## config.mk

```make
export PLATFORM = sky130hd
export DESIGN_NAME = pool2d_engine
export DESIGN_NICKNAME = d
export VERILOG_FILES = /design/src/rtl/pool2d_engine.sv
export SDC_FILE = /design/constraint.sdc
export NUM_CORES = 1
export LEC_CHECK = 0
export BUFFER_PORTS_ARGS = -buffer_cell sky130_fd_sc_hd__buf_2
export CAP_MARGIN = 10
export CELL_PAD_IN_SITES_DETAIL_PLACEMENT = 0
export CELL_PAD_IN_SITES_GLOBAL_PLACEMENT = 1
export CORE_ASPECT_RATIO = 0.75
export CORE_MARGIN = 1.5
export CORE_UTILIZATION = 49
export DETAILED_ROUTE_END_ITERATION = 8
export MAX_ROUTING_LAYER = met4
export PLACE_DENSITY_LB_ADDON = 0.1
export SKIP_LAST_GASP = 1
export SLEW_MARGIN = 5
export SYNTH_ARGS = -nofsm -noshare
export SYNTH_HDL_FRONTEND = slang
export SYNTH_SLANG_ARGS = --single-unit
```

## constraint.sdc

```tcl
create_clock -name clk -period 8.3 [get_ports clk]
set_clock_uncertainty 0.15 [all_clocks]
set_input_delay 0.83 -clock clk [delete_from_list [all_inputs] [get_ports clk]]
set_output_delay 0.83 -clock clk [all_outputs]
set_load 0.02 [all_outputs]
```

## src/rtl/pool2d_engine.sv

```systemverilog
// pool2d_engine: streams one max or average pooled value per window of a
// channel-planar feature map held in a 1-cycle-latency block RAM.
module pool2d_engine #(
  parameter int DATA_W   = 8,
  parameter int IN_W     = 26,
  parameter int IN_H     = 26,
  parameter int CHANNELS = 1,
  parameter int POOL     = 2,
  parameter int STRIDE   = 2,
  parameter int ADDR_W   = 10,
  parameter int OIDX_W   = 10
) (
  input  logic              clk,
  input  logic              rst,
  input  logic              start,
  input  logic              mode,
  output logic [ADDR_W-1:0] rd_addr,
  input  logic [DATA_W-1:0] rd_data,
  output logic [DATA_W-1:0] data_out,
  output logic [OIDX_W-1:0] out_idx,
  output logic              valid_out,
  input  logic              out_ready,
  output logic              busy,
  output logic              done
);

  localparam int OUT_W       = (IN_W - POOL) / STRIDE + 1;
  localparam int OUT_H       = (IN_H - POOL) / STRIDE + 1;
  localparam int K           = POOL * POOL;
  localparam int SUM_W       = DATA_W + 4;
  // Divide-by-9 as multiply by ceil(2^S/9) then shift by S; with S four
  // bits wider than the sum the rounding error never reaches the quotient.
  localparam int RECIP_SHIFT = SUM_W + 4;
  localparam int RECIP       = ((1 << RECIP_SHIFT) + 8) / 9;
  localparam int PROD_W      = SUM_W + RECIP_SHIFT;
  localparam int AVG_SHIFT   = (POOL == 4) ? 4 : 2;

  typedef enum logic [2:0] {IDLE, READ, LAST, OUT, FIN} state_t;

  state_t            state;
  state_t            state_nxt;
  logic              mode_q;
  logic [15:0]       win_c;
  logic [15:0]       win_oy;
  logic [15:0]       win_ox;
  logic [2:0]        ky;
  logic [2:0]        kx;
  logic [4:0]        rcnt;
  logic [SUM_W-1:0]  acc;

  logic [2:0]        nxt_ky;
  logic [2:0]        nxt_kx;
  logic [15:0]       nxt_c;
  logic [15:0]       nxt_oy;
  logic [15:0]       nxt_ox;
  logic              last_win;
  logic              last_tap;

  logic [SUM_W-1:0]  sum_final;
  logic [DATA_W-1:0] max_final;
  logic [DATA_W-1:0] avg_final;
  logic [DATA_W-1:0] result;
  logic [PROD_W-1:0] prod;

  function automatic logic [ADDR_W-1:0] addr_of(input logic [15:0] c,
                                                input logic [15:0] oy,
                                                input logic [15:0] ox,
                                                input logic [2:0]  ky_i,
                                                input logic [2:0]  kx_i);
    int a;
    a = int'(c) * IN_W * IN_H
      + (int'(oy) * STRIDE + int'(ky_i)) * IN_W
      + int'(ox) * STRIDE + int'(kx_i);
    return ADDR_W'(a);
  endfunction

  assign valid_out = (state == OUT);
  assign busy      = (state != IDLE);
  assign done      = (state == FIN);
  assign last_tap  = (rcnt == 5'(K - 1));

  // Next kernel tap and next window position in scan order c, oy, ox, ky, kx.
  always_comb begin
    nxt_kx = kx + 3'd1;
    nxt_ky = ky;
    if (kx == 3'(POOL - 1)) begin
      nxt_kx = 3'd0;
      nxt_ky = ky + 3'd1;
    end
    nxt_ox = win_ox + 16'd1;
    nxt_oy = win_oy;
    nxt_c  = win_c;
    if (win_ox == 16'(OUT_W - 1)) begin
      nxt_ox = 16'd0;
      nxt_oy = win_oy + 16'd1;
      if (win_oy == 16'(OUT_H - 1)) begin
        nxt_oy = 16'd0;
        nxt_c  = win_c + 16'd1;
      end
    end
    last_win = (win_c == 16'(CHANNELS - 1)) && (win_oy == 16'(OUT_H - 1)) &&
               (win_ox == 16'(OUT_W - 1));
  end

  // Fold the final sample (on rd_data during LAST) into the window result.
  always_comb begin
    sum_final = acc + SUM_W'(rd_data);
    max_final = (rd_data > acc[DATA_W-1:0]) ? rd_data : acc[DATA_W-1:0];
    prod      = PROD_W'(sum_final) * PROD_W'(RECIP);
    if (POOL == 3) begin
      avg_final = DATA_W'(prod >> RECIP_SHIFT);
    end else begin
      avg_final = DATA_W'(sum_final >> AVG_SHIFT);
    end
    result = mode_q ? avg_final : max_final;
  end

  // Next-state logic for the window sequencer.
  always_comb begin
    state_nxt = state;
    case (state)
      IDLE: if (start) state_nxt = READ;
      READ: if (last_tap) state_nxt = LAST;
      LAST: state_nxt = OUT;
      OUT:  if (out_ready) state_nxt = last_win ? FIN : READ;
      FIN:  state_nxt = IDLE;
      default: state_nxt = IDLE;
    endcase
  end

  // State register; reset abandons any run in progress.
  always_ff @(posedge clk or negedge rst) begin
    if (!rst) state <= IDLE;
    else      state <= state_nxt;
  end

  // Address generation, accumulation, result and index registers.
  always_ff @(posedge clk or negedge rst) begin
    if (!rst) begin
      mode_q   <= 1'b0;
      win_c    <= '0;
      win_oy   <= '0;
      win_ox   <= '0;
      ky       <= '0;
      kx       <= '0;
      rcnt     <= '0;
      acc      <= '0;
      rd_addr  <= '0;
      data_out <= '0;
      out_idx  <= '0;
    end else begin
      case (state)
        IDLE: begin
          if (start) begin
            mode_q  <= mode;
            win_c   <= '0;
            win_oy  <= '0;
            win_ox  <= '0;
            ky      <= '0;
            kx      <= '0;
            rcnt    <= '0;
            rd_addr <= '0;
            out_idx <= '0;
          end
        end
        READ: begin
          if (rcnt == 5'd1) begin
            acc <= SUM_W'(rd_data);
          end else if (rcnt != 5'd0) begin
            acc <= mode_q ? sum_final : SUM_W'(max_final);
          end
          if (!last_tap) begin
            kx      <= nxt_kx;
            ky      <= nxt_ky;
            rcnt    <= rcnt + 5'd1;
            rd_addr <= addr_of(win_c, win_oy, win_ox, nxt_ky, nxt_kx);
          end
        end
        LAST: data_out <= result;
        OUT: begin
          if (out_ready) begin
            out_idx <= out_idx + OIDX_W'(1);
            if (!last_win) begin
              win_c   <= nxt_c;
              win_oy  <= nxt_oy;
              win_ox  <= nxt_ox;
              ky      <= '0;
              kx      <= '0;
              rcnt    <= '0;
              rd_addr <= addr_of(nxt_c, nxt_oy, nxt_ox, 3'd0, 3'd0);
            end
          end
        end
        default: ;
      endcase
    end
  end

endmodule

```

==> results of run 1 <==
[path summary, 6_finish.rpt]
check	start	endpoint	slack, ns	cells past startpoint
min reg2reg	data_out[6]	data_out[6]	0.33	2
max reg2reg	win_oy[1]	rd_addr[9]	0.80	27
max in group asynchronous	rst	win_oy[7]	6.44	2
min in group asynchronous	rst	rd_addr[8]	0.35	1
min	data_out[6]	data_out[6]	0.33	2
max	win_oy[1]	rd_addr[9]	0.80	27
[cells in the mapped netlist, types with 5 or more instances]
cell,instances
a21o_1,14
a21oi_1,50
a22o_1,5
a31oi_1,11
and3_1,11
and4_1,5
buf_2,7
clkbuf_1,17
dfrtp_1,101
fa_1,45
ha_1,108
inv_1,122
mux2_2,8
nand2_1,99
nand2b_1,8
nand3_1,35
nand4_1,14
nor2_1,88
nor2b_1,7
nor3_1,16
o21ai_0,53
o21bai_1,9
o31ai_1,14
o41ai_1,5
xnor2_1,66
xor2_1,49
[area by class of cell]
| type | count | area share (%) |
|---|---|---|
| Sequential cell | 101 | 25.37 |
| Multi-Input combinational cell | 778 | 61.25 |
| Tap cell | 247 | 3.102 |
| Timing Repair Buffer | 47 | 2.487 |
| Clock inverter | 6 | 0.7660 |
| Clock buffer | 10 | 2.399 |
| Inverter | 123 | 4.634 |
[worst min-delay path, stage by stage, from the launching register on]
cell     delay, ns
dfrtp_1       0.35
nand2_1       0.05
o21ai_0       0.06
[cell families after synthesis]
kind of cell	share of synthesized area [%]
AO/OA/AOI/OAI	12.93
XOR/XNOR	11.16
adder cells (fa/ha/maj)	24.42
buffers and inverters	6.443
flip-flops	27.40
multiplexers	1.411
AND/OR/NAND/NOR	16.24
[metal layers]
layer | share of wire [%] | global-route usage [%]
met5 | 0 | -
met4 | 0.82 | 4.340
met3 | 4.2 | 4.188
met2 | 39 | 33.34
met1 | 55 | 39.34
[stage by stage]
stage | setup slack [ns] | area [µm²]
2_1_floorplan | 1.528 | 9224
3_3_place_gp | 1.064 | 9648
3_5_place_dp | 0.8443 | 9648
4_1_cts | 0.8188 | 9963
5_1_grt | 0.1890 | 9963
6_report | 0.7997 | 9963
[report_power, final]
group / leakage, nW / switching [mW] / total (mW) / internal, mW
registers: 1.33 / 0.123 / 0.734 / 0.612
logic: 3.52 / 1.11 / 1.84 / 0.726
clock network: 0.156 / 0.214 / 0.463 / 0.249
[flip-flops by register name (all words and copies together) (netlist names), 5 cells and up]
signal / count
rcnt: 5
rd_addr: 10
win_c: 16
win_ox: 16
acc: 10
win_oy: 16
data_out: 8
out_idx: 10
==> flow_summary.yaml, run 1 <==
status:
  run_status: "completed"
drt:
  routed_wl_um: 22450
  drtIter0Drc: 517
  via_count: 7100
  ant_nets: 0
  wl_cell_um: 17.11
  drt_drc_violations_left: 0
  via_per_inst: 5.412
  drt_pre_antenna_iters: 5
clock_tree:
  max-clock-path-buffers: 2
  cts_setup_buffers: 0
  cts_hold_buffers: 0
  clock_tree_from_tritoncts: "built"
  ctsResizeCount: 0
  worst_skew_pair.late_latency_ns: 0.36
  cts_inserted_buffers: 9
  path_clk_slew_ns: 0.08
  cts.sinks: 101
  h_tree_lvl_count: 3
  clock_tree.root_cell: "clkbuf_16"
synthesis:
  synth_enable_flop_cells: 0
  ys_seq_area_share_pct: 27.40
  ys.flop_type: "dfrtp_1"
  netlist_instances: 1030
  synth_top_cell_area_share_pct: 27.40
  synth_largest_area_cell: "dfrtp_1"
  post_synth_num_cell_types: 68
  syn-cell-area_um2: 9224
  yosys_register_bits: 101
  postSynthAreaPerCell_um2: 8.955
  ys_warn_count: 0
  yosys-top-cells-area: "dfrtp_1 27%, ha_1 15%, fa_1 9.8%, xnor2_1 6.3%, inv_1 5.0%"
  syn-num-nets: 1196
  ys_async_sr_fraction_pct: 100.0
floorplan:
  start_util_pct: 49.98
  top_level_ports: 44
  dieWidth_um: 161.4
  die_area_um2: 19660
  core_um2: 18450
  dieHeight_um: 121.8
  num_rows: 43
critical_path:
  worst_ep_arrival_time_ns: 7.58
  cpLargestDelayFamily: "adder cells"
  timing.critical_path.slowest_cell_delay_ns: 0.60
  worstPathMaxFanout: 9
  critPathKind: "reg2reg"
  worstSetupStartpointType: "flip-flop"
  cp-end-kind: "flip-flop"
  cp.required_ns: 8.38
  path_buf_inv: 6
  critical_path.slowest_cell: "fa_1"
  critPathMostFrequentCell: "inv_1"
flow_run:
  maxCapViolations: 0
pwr:
  p_per_area_nw_per_um2: 304.7
  report.power.total_mw: 3.036
  p_leak_nw: 5.006
  ir_drop_mv: 0.1885
timing:
  layout_min_cycle_time_ns: 7.500
  setup_total_negative_slack_ns: 0
  drv_slew: 0
  grt_setup_unrepaired: "no"
  timing.final.crit_share_pct: 90.37
  timing_worst_slew_pin_value_ns: 1.004
  max-slew-margin-rel_pct: 32.61
  finalHoldWorstSlack_ns: 0.3337
  finalSetupViolCount: 0
  fmaxAchievable_mhz: 133.3
  final-hold-violation-count: 0
cells_and_area:
  fraction_of_layout_instances_using_a_drive_strength_above_1_pct: 7.981
  fillers: 1690
  nNetsFinal: 1226
  finalNonFillerCells: 1312
  antenna-diode-count: 0
  final_util_pct: 53.99
  most-common-layout-cells: "122 x inv_1, 108 x ha_1, 101 x dfrtp_1"
  area_growth_syn_to_fin_pct: 8.017
  multi_input_area_um2: 6102
  layout.cells.most_common: "inv_1"
  ff_latch_area_um2: 2527
placement:
  port_buffers: 43
  detailed_place_hpwl_um: 17660
  dp_cells: 1296
  gp_routability_congestion: 0.8840
global_route:
  global_route_wire_length_before_repair_um: 37050
  grt_overflow: 0
  global_route.usage.total_pct: 25.02
  first_global_vias: 6737
  grt_start_max_net_pins: 56
  grt_antenna_before_repair: 0
min_path:
  hold_class: "reg2reg"
No activity file was read; power rests on OpenSTA's default activity.
==> run 2, diff against run 1 <==
Settings changed: CORE_MARGIN 1.5 to not set, HOLD_SLACK_MARGIN set to 0.15.
==> run 2 against run 1 <==
Clock power shrank 9.3%. Sequential share of layout area grew 0.086 points. Maximum frequency shrank 0.75%. Register-to-register slack lost 0.06 ns. Cell area shrank 0.34%. Count of clock-buffer cells in the layout shrank 1. Via count shrank 0.94%. Global-route usage shrank 0.20 points. Die area shrank 1.4%. Highest routed layer unchanged. Final cell count is essentially flat. Critical path depth is the same. Worst setup slack lost 0.057 ns.
==> flow_summary.yaml, run 2 (synthesized netlist as in run 1, its figures left out) <==
timing:
  finalSetupViolCount: 0
  final-hold-violation-count: 0
  fmaxAchievable_mhz: 132.3
  layout_min_cycle_time_ns: 7.557
  drv_slew: 0
  setup_total_negative_slack_ns: 0
  grt_setup_unrepaired: "no"
  timing_worst_slew_pin_value_ns: 1.042
  timing.final.crit_share_pct: 91.05
  max-slew-margin-rel_pct: 30.09
drt:
  wl_cell_um: 17.07
  ant_nets: 0
  drt_pre_antenna_iters: 5
  routed_wl_um: 22380
  via_per_inst: 5.365
  drtIter0Drc: 505
  via_count: 7033
  drt_drc_violations_left: 0
critical_path:
  worst_ep_arrival_time_ns: 7.63
  critPathMostFrequentCell: "inv_1"
  critPathKind: "reg2reg"
  cp-end-kind: "flip-flop"
  timing.critical_path.slowest_cell_delay_ns: 0.59
  cp.required_ns: 8.38
  r2r.worst_path.cells: 27
  worstPathMaxFanout: 9
  worstReg2RegEnd: "rd_addr[9]"
  regToRegSetupSlack_ns: 0.74
  worstSetupStartpointType: "flip-flop"
  worst_reg2reg_path_startpoint: "win_oy[1]"
  critical_path.slowest_cell: "fa_1"
min_path:
  hold_path.startpoint: "data_out[1]"
  hold_class: "reg2reg"
  worst_hold_path.num_cells: 2
  hold-path-endpoint: "data_out[1]"
global_route:
  first_global_vias: 6575
  grt_antenna_before_repair: 0
  grt_overflow: 0
  grt_start_max_net_pins: 54
  global_route.usage.total_pct: 24.82
  global_route_wire_length_before_repair_um: 36150
cells_and_area:
  largestRegisters: "win_c x16, win_ox x16, win_oy x16"
  stdcell_area_um2: 9930
  antenna-diode-count: 0
  area_growth_syn_to_fin_pct: 7.651
  nNetsFinal: 1226
  fraction_of_layout_instances_using_a_drive_strength_above_1_pct: 7.895
  final_util_pct: 53.81
  fillers: 1747
  layout.cells.most_common: "inv_1"
  most-common-layout-cells: "122 x inv_1, 108 x ha_1, 101 x dfrtp_1"
placement:
  gp_routability_congestion: 0.8453
  instance_area_at_placement_um2: 9648
  port_buffers: 43
  detailed_place_hpwl_um: 17550
floorplan:
  start_util_pct: 49.98
  dieHeight_um: 120.8
  top_level_ports: 44
  die_area_um2: 19380
  dieWidth_um: 160.4
  num_rows: 43
  core_um2: 18450
clock_tree:
  cts_inserted_buffers: 9
  h_tree_lvl_count: 3
  cts_hold_buffers: 0
  cts.sinks: 101
  clock_tree_from_tritoncts: "built"
  max-clock-path-buffers: 2
  worst_skew_pair.late_latency_ns: 0.36
  path_clk_slew_ns: 0.08
  clock_tree.root_cell: "clkbuf_16"
  cts_setup_buffers: 0
  ctsResizeCount: 0
flow_run:
  maxCapViolations: 0
pwr:
  comb_pwr_share_pct: 61.6
  power.clock.fraction_pct: 14.0
  p_per_area_nw_per_um2: 302.2
  power.share.switching_pct: 48.37
  ir_drop_mv: 0.1407
  share_seq_of_total_power_pct: 24.4
  power.internal_mw: 1.549
  switching_power_mw: 1.451
  p_leak_nw: 4.987
status:
  run_status: "completed"
## run 2: how the worst max path moves through the flow
stage | slack [ns] | from | endpoint
after floorplan | 1.53 | win_oy[1] | rd_addr[9]
after global placement | 1.06 | win_oy[1] | rd_addr[9]
final | 0.74 | win_oy[1] | rd_addr[9]
after CTS | 0.77 | win_oy[1] | rd_addr[9]
after detailed placement | 0.81 | win_oy[1] | rd_addr[9]
after global routing | 0.21 | win_oy[1] | rd_addr[9]
## run 2: power groups by stage
| stage | sequential [mW] | combinational [mW] | clock, mW |
|---|---|---|---|
| floorplan | 0.764 | 1.33 | 0 |
| global placement | 0.738 | 1.84 | 0 |
| detailed placement | 0.742 | 1.84 | 0 |
| CTS | 0.733 | 1.86 | 0.432 |
| global route | 0.756 | 2.09 | 0.450 |
| finish | 0.733 | 1.85 | 0.420 |
## run 2: layer usage
layer / global-route usage (%) / routed length, µm
met1: 38.49 / 12060
met2: 33.71 / 9054
met3: 4.768 / 1166
met4: 2.917 / 104
met5: - / 0
## run 2: critical path, delay by kind of cell (launching register included)
kind	cells	cell delay, ns
buffers and inverters	6	0.52
flip-flops	1	0.50
adder cells (fa/ha/maj)	8	3.45
XOR/XNOR	3	0.42
AO/OA/AOI/OAI	6	1.14
AND/OR/NAND/NOR	4	1.25
## run 2: metrics by stage
stage / hold WS, ns / power [mW] / worst slack, ns / std cells
after CTS: 0.3307 / 3.023 / 0.7658 / 1311
after floorplan: 0.3123 / 2.091 / 1.528 / 1030
after global placement: 0.3095 / 2.583 / 1.057 / 1296
after global routing: 0.3669 / 3.300 / 0.2082 / 1311
final: 0.3283 / 3.000 / 0.7427 / 1311
after detailed placement: 0.3146 / 2.583 / 0.8114 / 1296
## run 2: cell type report
class | count | area [µm²] | share of cell area, %
repair buffers | 47 | 247.7 | 2.495
clock buffers | 9 | 225.2 | 2.268
well taps | 247 | 309.0 | 3.112
multi-input cells | 778 | 6102 | 61.45
clock inverters | 6 | 56.30 | 0.5670
inverters | 123 | 461.7 | 4.650
flip-flops and latches | 101 | 2527 | 25.45
==> run 3, diff against run 2 <==
Settings changed: CELL_PAD_IN_SITES_DETAIL_PLACEMENT 0 to 1, CELL_PAD_IN_SITES_GLOBAL_PLACEMENT 1 to 2, CORE_ASPECT_RATIO 0.75 to not set, CORE_UTILIZATION 49 to 40.
==> run 3 against run 2 <==
Worst hold slack got worse by 0.0019 ns. Non-clock buffer count rose by 3. Wire length rose by 13%. Die area rose by 22%. Via count rose by 1.2%. Count of clock-buffer cells in the layout rose by 2. Combinational power rose by 2%. Critical path depth rose by 1. Critical path type unchanged. Flip-flop and latch count did not move. First-iteration DRC count fell by 43%. Core utilization fell by 9.6 points. Global-route usage fell by 1.3 points.
==> flow_summary.yaml, run 3 (synthesized netlist as in run 1, its figures left out) <==
status:
  run_status: "completed"
pwr:
  power.clock.fraction_pct: 14.4
  p_leak_nw: 5.006
  power.internal_mw: 1.589
  ir_drop_mv: 0.1334
  switching_power_mw: 1.474
  comb_pwr_share_pct: 61.5
  share_seq_of_total_power_pct: 24.0
  p_per_area_nw_per_um2: 306.0
  power.share.switching_pct: 48.13
clock_tree:
  cts_hold_buffers: 0
  clock_tree_from_tritoncts: "built"
  worst_skew_pair.late_latency_ns: 0.36
  path_clk_slew_ns: 0.08
  ctsResizeCount: 0
  h_tree_lvl_count: 3
  clock_tree.root_cell: "clkbuf_16"
  cts_inserted_buffers: 9
  cts_setup_buffers: 0
  cts.sinks: 101
  max-clock-path-buffers: 2
critical_path:
  worstReg2RegEnd: "rd_addr[9]"
  worstPathMaxFanout: 9
  worst_reg2reg_path_startpoint: "win_oy[0]"
  cp.required_ns: 8.37
  regToRegSetupSlack_ns: 0.88
  worstSetupStartpointType: "flip-flop"
  critical_path.endpoint: "rd_addr[9]"
  worst_ep_arrival_time_ns: 7.49
  timing.critical_path.slowest_cell_delay_ns: 0.60
  timing.critical_path.from: "win_oy[0]"
  cp-end-kind: "flip-flop"
  critPathMostFrequentCell: "inv_1"
  r2r.worst_path.cells: 28
  critical_path.slowest_cell: "fa_1"
  critPathKind: "reg2reg"
global_route:
  grt_start_max_net_pins: 55
  global_route_wire_length_before_repair_um: 41920
  first_global_vias: 7389
  grt_overflow: 0
  global_route.usage.total_pct: 23.51
  grt_antenna_before_repair: 0
timing:
  max-slew-margin-rel_pct: 32.84
  drv_slew: 0
  timing_worst_slew_pin_value_ns: 1.001
  setup_total_negative_slack_ns: 0
  finalSetupViolCount: 0
  layout_min_cycle_time_ns: 7.425
  finalHoldWorstSlack_ns: 0.3263
  timing.final.crit_share_pct: 89.45
  fmaxAchievable_mhz: 134.7
  grt_setup_unrepaired: "no"
  final-hold-violation-count: 0
floorplan:
  core_um2: 22640
  dieHeight_um: 153.9
  top_level_ports: 44
  start_util_pct: 40.74
  die_area_um2: 23670
  num_rows: 55
  dieWidth_um: 153.9
cells_and_area:
  nNetsFinal: 1229
  final_util_pct: 44.22
  fillers: 2668
  most-common-layout-cells: "122 x inv_1, 108 x ha_1, 101 x dfrtp_1"
  fraction_of_layout_instances_using_a_drive_strength_above_1_pct: 8.052
  largestRegisters: "win_c x16, win_ox x16, win_oy x16"
  area_growth_syn_to_fin_pct: 8.533
  finalNonFillerCells: 1353
  layout.cells.most_common: "inv_1"
  antenna-diode-count: 0
drt:
  drt_drc_violations_left: 0
  routed_wl_um: 25190
  drtIter0Drc: 288
  wl_cell_um: 18.62
  via_per_inst: 5.261
  drt_pre_antenna_iters: 4
  via_count: 7118
  ant_nets: 0
placement:
  dp_cells: 1337
  port_buffers: 43
  gp_routability_congestion: 0.8225
  detailed_place_hpwl_um: 19970
min_path:
  hold_class: "reg2reg"
  worst_hold_path.num_cells: 2
flow_run:
  maxCapViolations: 0
-- run 3: changes by cell type in the layout (fill, tap and decap cells not counted) --
cell       change
clkinv_2       +1
clkbuf_1       +2
inv_6          -1
inv_8          -2
buf_4          +3
bufinv_16      +1
-- run 3: power by group through the flow --
stage	sequential, mW	combinational [mW]	clock [mW]
after floorplan	0.764	1.33	0
after global placement	0.744	1.88	0
after detailed placement	0.749	1.90	0
after CTS	0.740	1.92	0.455
after global routing	0.759	2.17	0.467
final	0.736	1.89	0.441
-- run 3: worst min-delay path by stage --
stage,from,endpoint
2_1_floorplan,win_oy[8],win_oy[8]
3_3_place_gp,data_out[1],data_out[1]
3_5_place_dp,data_out[1],data_out[1]
4_1_cts,data_out[1],data_out[1]
5_1_grt,data_out[0],data_out[0]
6_report,data_out[1],data_out[1]
-- run 3: critical path: cells and delay by family (launching register included) --
kind | cells | cell delay (ns)
simple gates | 4 | 0.89
xor+xnor | 3 | 0.43
flops | 1 | 0.49
compound gates | 6 | 1.13
buf+inv | 7 | 0.73
fa+ha+maj | 8 | 3.47
-- run 3: through the flow --
stage,setup slack [ns],area [µm²],power (mW)
2_1_floorplan,1.528,9224,2.091
3_3_place_gp,1.167,9718,2.620
3_5_place_dp,0.9248,9718,2.646
4_1_cts,0.8794,10010,3.114
5_1_grt,0.2788,10010,3.393
6_report,0.8755,10010,3.063
-- run 3: final cells by class --
class / count / area, µm² / area share, %
inverter: 123 / 461.7 / 4.612
clock buffer: 11 / 232.7 / 2.325
tap: 285 / 356.6 / 3.562
multi-input combinational: 778 / 6102 / 60.95
clock inverter: 5 / 60.06 / 0.5999
sequential: 101 / 2527 / 25.25
timing repair buffer: 50 / 270.3 / 2.700
-- run 3: layer usage --
metal	GRT usage [%]	routed length [µm]	up-vias
met5	-	0	-
met4	4.381	255	0
met3	2.790	555	15
met2	36.90	11550	64
met1	32.78	12830	3511
li1	-	-	3528
